$ cat config.mk
export PLATFORM = sky130hd
export DESIGN_NAME = gpio_bus_bridge
export DESIGN_NICKNAME = d
export VERILOG_FILES = /design/src/rtl/gpio_bus_bridge.sv
export SDC_FILE = /design/constraint.sdc
export NUM_CORES = 1
export LEC_CHECK = 0
export ABC_AREA = 0
export CAP_MARGIN = 10
export CELL_PAD_IN_SITES_DETAIL_PLACEMENT = 1
export CELL_PAD_IN_SITES_GLOBAL_PLACEMENT = 1
export CORE_MARGIN = 4
export CORE_UTILIZATION = 38
export CTS_CLUSTER_DIAMETER = 150
export DETAILED_ROUTE_END_ITERATION = 6
export GPL_ROUTABILITY_DRIVEN = 0
export PLACE_DENSITY_LB_ADDON = 0.1
export SLEW_MARGIN = 0
export SYNTH_ARGS = -nofsm -noshare
export SYNTH_HDL_FRONTEND = slang
export SYNTH_SLANG_ARGS = --single-unit
export TNS_END_PERCENT = 20
$ cat constraint.sdc
create_clock -name i_clk -period 4.3 [get_ports i_clk]
set_input_delay 0.86 -clock i_clk [delete_from_list [all_inputs] [get_ports i_clk]]
set_output_delay 0.86 -clock i_clk [all_outputs]
set_load 0.05 [all_outputs]
$ cat src/rtl/gpio_bus_bridge.sv
`default_nettype none
// ============================================================================
// Module      : gpio_bus_bridge
// Description : CPU-side register front end for the GPIO port array. Holds
//               per-port DIR/OUT registers, synchronises received pin data,
//               latches rising-edge events into write-1-to-clear flags and
//               raises a level interrupt.
// Revision    : 1.0 - initial release
// ============================================================================
module gpio_bus_bridge #(
    parameter int N           = 15,
    parameter int NUM_PORTS   = 3,
    parameter int SYNC_STAGES = 2
) (
    input  logic                                 i_clk,
    input  logic                                 i_rst,
    input  logic [NUM_PORTS:0]                   i_port_select,
    input  logic [1:0]                           i_reg,
    input  logic                                 i_wr_en,
    input  logic                                 i_rd_en,
    input  logic [N:0]                           i_wdata,
    output logic [N:0]                           o_rdata,
    output logic                                 o_ready,
    output logic                                 o_err,
    output logic [(NUM_PORTS+1)*(N+1)-1:0]       o_data_dir,
    output logic [(NUM_PORTS+1)*(N+1)-1:0]       o_data_transmit,
    input  logic [(NUM_PORTS+1)*(N+1)-1:0]       i_data_received,
    output logic                                 o_irq
);

    localparam int c_w     = N + 1;
    localparam int c_p     = NUM_PORTS + 1;
    localparam int c_pw    = c_p * c_w;
    localparam int c_idx_w = (c_p > 1) ? $clog2(c_p) : 1;

    localparam logic [c_p-1:0] c_one = c_p'(1);

    localparam logic [0:0] c_idle = 1'b0;
    localparam logic [0:0] c_ack  = 1'b1;

    localparam logic [1:0] c_reg_dir  = 2'd0;
    localparam logic [1:0] c_reg_out  = 2'd1;
    localparam logic [1:0] c_reg_in   = 2'd2;
    localparam logic [1:0] c_reg_flag = 2'd3;

    logic [0:0]          r_state;
    logic [c_pw-1:0]     r_dir;
    logic [c_pw-1:0]     r_out;
    logic [c_pw-1:0]     r_flag;
    logic [c_pw-1:0]     r_prev;
    logic [c_pw-1:0]     r_sync [SYNC_STAGES];
    logic [c_w-1:0]      r_rdata;
    logic                r_err;

    logic                w_req;
    logic                w_onehot;
    logic                w_err;
    logic                w_decode;
    logic [c_idx_w-1:0]  w_idx;
    logic [c_w-1:0]      w_sel_data;
    logic [c_pw-1:0]     w_sync_out;
    logic [c_pw-1:0]     w_rise;
    logic [c_pw-1:0]     w_clr_mask;

    assign w_req      = i_wr_en | i_rd_en;
    assign w_onehot   = (i_port_select != '0) &&
                        ((i_port_select & (i_port_select - c_one)) == '0);
    assign w_err      = !w_onehot || (i_wr_en && i_rd_en) ||
                        (i_wr_en && (i_reg == c_reg_in));
    // A request is decoded only on the IDLE->ACK edge
    assign w_decode   = (r_state == c_idle) && w_req;
    assign w_sync_out = r_sync[SYNC_STAGES-1];
    // Only input-configured bits may raise a flag
    assign w_rise     = w_sync_out & ~r_prev & ~r_dir;

    // Convert the one-hot select into a port index
    always_comb begin
        w_idx = '0;
        for (int k = 0; k < c_p; k++) begin
            if (i_port_select[k]) begin
                w_idx = c_idx_w'(k);
            end
        end
    end

    // Read-data mux for the selected port and register
    always_comb begin
        w_sel_data = '0;
        case (i_reg)
            c_reg_dir:  w_sel_data = r_dir[w_idx*c_w +: c_w];
            c_reg_out:  w_sel_data = r_out[w_idx*c_w +: c_w];
            c_reg_in:   w_sel_data = w_sync_out[w_idx*c_w +: c_w];
            default:    w_sel_data = r_flag[w_idx*c_w +: c_w];
        endcase
    end

    // W1C clear mask for a valid FLAG write to the selected port
    always_comb begin
        w_clr_mask = '0;
        if (w_decode && !w_err && i_wr_en && (i_reg == c_reg_flag)) begin
            w_clr_mask[w_idx*c_w +: c_w] = i_wdata;
        end
    end

    // Synchroniser chain on asynchronous pin data plus previous-value register
    always_ff @(posedge i_clk) begin
        if (i_rst) begin
            for (int i = 0; i < SYNC_STAGES; i++) begin
                r_sync[i] <= '0;
            end
            r_prev <= '0;
        end else begin
            r_sync[0] <= i_data_received;
            for (int i = 1; i < SYNC_STAGES; i++) begin
                r_sync[i] <= r_sync[i-1];
            end
            r_prev <= w_sync_out;
        end
    end

    // Edge flags: a set on the same bit and cycle as a W1C clear wins
    always_ff @(posedge i_clk) begin
        if (i_rst) begin
            r_flag <= '0;
        end else begin
            r_flag <= (r_flag & ~w_clr_mask) | w_rise;
        end
    end

    // Bus handshake FSM with register writes and read-data capture
    always_ff @(posedge i_clk) begin
        if (i_rst) begin
            r_state <= c_idle;
            r_dir   <= '0;
            r_out   <= '0;
            r_rdata <= '0;
            r_err   <= 1'b0;
        end else begin
            case (r_state)
                c_idle: begin
                    if (w_req) begin
                        r_state <= c_ack;
                        r_err   <= w_err;
                        if (w_err || !i_rd_en) begin
                            r_rdata <= '0;
                        end else begin
                            r_rdata <= w_sel_data;
                        end
                        if (!w_err && i_wr_en && (i_reg == c_reg_dir)) begin
                            r_dir[w_idx*c_w +: c_w] <= i_wdata;
                        end
                        if (!w_err && i_wr_en && (i_reg == c_reg_out)) begin
                            r_out[w_idx*c_w +: c_w] <= i_wdata;
                        end
                    end
                end
                default: begin
                    r_state <= c_idle;
                end
            endcase
        end
    end

    assign o_ready         = (r_state == c_ack);
    assign o_rdata         = r_rdata;
    assign o_err           = r_err;
    assign o_data_dir      = r_dir;
    assign o_data_transmit = r_out;
    assign o_irq           = |r_flag;

endmodule
`default_nettype wire

==> run metrics <==
CP endpoint kind output port; DRT iter0 DRCs 1227; synth unique cells 59; Ports about 240; Yosys reg bits 402; WHS Path Cells 1; Worst Reg-to-Reg Cells 5; grt total ovfl 0; top cells by area, synth dfxtp_1 50%, nor2b_1 8.2%, o21ai_0 5.3%, mux4_2 5.3%, nand2b_1 4.4%; Reg2Reg Setup Slack roughly 2.1 ns; final hold violations 0; overall routing resource usage 26.81%; CP Launch Type flop; Layout area overhead 26.90%; CTS tree yes; fraction of layout cells with a size suffix above 1 11.51%; total CTS buffers 44; hold_buf cts 0; largest net degree at the start of global routing between 150 and 200; pwr/cell area ~410 nW/um^2; number of flops mapped to enable cells by yosys 0; mapped cell area about 16000 um^2; die footprint 46130 um^2; Layout Utilization 48.94%; Syn. warnings 0; P_leak 0.007301 uW; max-slew violations 0; initial antenna violation count 1; # clock sinks 402; top cell type's share of synthesized area 49.53%; commonest non-fill, non-tap cell in the layout dfxtp_1; period utilization 91.06%; worst clock skew 0.02076 ns; Post-CTS Setup Inserts 0; Peak VDD IR 0.0002941 V; RSZ-0062 raised after global routing no; Avg WL per Cell 25.75 um; Rel. slew slack 34.74%; area leader, netlist dfxtp_1; reg-to-reg endpoint o_rdata[6]; Tmin final ~4 ns; Net Count, Synth 1807; final wirelength 63580 um; hold path startpoint r_sync[0][42]; status complete, no violations; Post-synth ARST share 0%; worst skew pair latency 0.58 ns; DR pass1 iterations 5; critical path arrival 3.06 ns; DR vias/cell 5.657; synthesized instance count roughly 1700; core area roughly 42000 um^2; main flop type after synthesis dfxtp_1; Vias 13970; measured slew at the worst slew-check pin 0.9790 ns; Avg Inst Size Synth between 9 and 10 um^2; DRC violation count after routing 0; Antenna Nets Post-Route 0; Die W between 200 and 250 um; # resized after CTS 0; Port Buffer Count 236; fin nets 1996; leading cell types in the layout, fill and taps excluded 402 x dfxtp_1, 233 x clkdlybuf4s50_1, 212 x nor2b_1, 171 x o21ai_0, 114 x nand2b_1; Clock transition at path regs 0.06 ns; setup violators final 0; Detail Placement HPWL between 40000 and 50000 um; vias in the first global route 14220; clk root buf clkbuf_16; hold crit path type flop to flop; Initial Utilization 38.57%; first-pass GRT wire length between 90000 and 100000 um; Worst EP required 3.44 ns; H-tree depth 2; Final TNS setup 0 ns; critical path class flop to output port; max-cap viol count 0; Reg2Reg Launch Point o_ready; Clock Tree Buf Depth 3; worst-path fanout max 3; Die H around 210 um; site row count 75; proportion of synthesized chip area in sequential cells between 40 and 50%; FMAX approximately 260 MHz; Hold Path End r_sync[0][106]
## routing by layer
| metal | part of all wire [%] | up-vias | wire length [um] | global-route usage, % |
|---|---|---|---|---|
| met3 | 6.9 | 119 | 4355 | 4.407 |
| met5 | 0 | - | 0 | 0 |
| li1 | - | 6335 | - | - |
| met4 | 3.6 | 0 | 2281 | 10.03 |
| met1 | 42 | 7019 | 26650 | 35.24 |
| met2 | 48 | 493 | 30280 | 44.58 |
## cells by family (layout without fill, tap and decap cells)
| kind of cell | after synthesis | count (layout) | share of synthesized area [%] |
|---|---|---|---|
| muxes | 80 | 80 | 7.969 |
| xor gates and xnor gates | 1 | 1 | 0.05391 |
| other | 0 | 1 | 0 |
| and+or+nand+nor | 761 | 761 | 27.35 |
| AOI/OAI and AO/OA | 318 | 318 | 11.24 |
| DFF | 402 | 402 | 49.53 |
| adders and majority gates | 5 | 5 | 0.3850 |
| buffers and inverters | 145 | 362 | 3.473 |
## cell type report
class                   count  area, um^2
multi-input cells        1165        7717
diodes                      1       2.502
fillers                  4639       21510
inverters                   5       18.77
clock inverters             6       66.31
clock buffers              68        1354
flip-flops and latches    402        8048
repair buffers            283        2740
well taps                 539       674.4
## worst max-delay path by stage
stage | endpoint | startpoint | cells after the start
after floorplan | r_flag[38] | i_port_select[3] | 11
after global placement | o_rdata[15] | i_port_select[2] | 7
after detailed placement | o_rdata[12] | i_port_select[2] | 7
after CTS | o_irq | r_flag[58] | 4
after global routing | o_irq | r_flag[58] | 4
final | o_irq | r_flag[58] | 4
## power breakdown
group | internal [uW] | leakage (uW) | switching [uW] | total (uW)
sequential | 3830 | 0.00328 | 87.9 | 3920
clock | 2210 | 0.000702 | 1540 | 3750
combinational | 292 | 0.00332 | 415 | 707
total | 6340 | 0.00730 | 2040 | 8380
## critical path, cell delays in order (launching register included)
cell             delay, ns
dfxtp_1               0.37
nor4_1                0.53
nand4_1               0.18
or4_1                 0.65
clkdlybuf4s50_1       0.75
## synth_stat cells (2+ instances only)
| library cell | count |
|---|---|
| o21ai_1 | 11 |
| nand3b_1 | 22 |
| o211ai_1 | 2 |
| a311oi_1 | 17 |
| nand2_1 | 110 |
| nor3b_1 | 32 |
| a31oi_1 | 6 |
| o22ai_1 | 8 |
| nor4_1 | 19 |
| nor4_2 | 6 |
| nand4_1 | 8 |
| buf_1 | 7 |
| nor4b_1 | 2 |
| o21ai_0 | 171 |
| a22oi_1 | 7 |
| or4b_1 | 2 |
| clkbuf_1 | 124 |
| inv_1 | 3 |
| or3b_2 | 32 |
| dfxtp_1 | 402 |
| a221oi_1 | 2 |
| o31ai_1 | 14 |
| or2_2 | 7 |
| ha_1 | 5 |
| mux2_2 | 15 |
| and3_1 | 7 |
| nand2b_1 | 114 |
| buf_2 | 7 |
| a211oi_1 | 17 |
| mux4_2 | 38 |
| nor2_1 | 64 |
| nand3_1 | 113 |
| mux2i_1 | 27 |
| a21oi_1 | 48 |
| a21boi_0 | 8 |
| nor2b_1 | 212 |
## registers in the layout, indices dropped and copies added, names as in the netlist
name and flops:
o_ready 1, r_prev 64, o_data_dir 64, o_rdata 16
r_flag 64, r_sync 128, o_data_transmit 64, o_err 1
## through the flow
stage / hold WS (ns) / area, um^2 / power, uW / worst slack, ns / cells
after floorplan: 0.4138 / 16250 / 4364 / 0.5722 / 1712
after global placement: 0.4219 / 19200 / 4689 / 0.5561 / 2394
after detailed placement: 0.4262 / 19200 / 4701 / 0.3790 / 2394
after CTS: 0.4356 / 20620 / 8451 / 0.4134 / 2468
after global routing: 0.4512 / 20620 / 8647 / 0.3505 / 2468
final: 0.4326 / 20620 / 8377 / 0.3846 / 2469
Power figures use the tool's default switching activity.
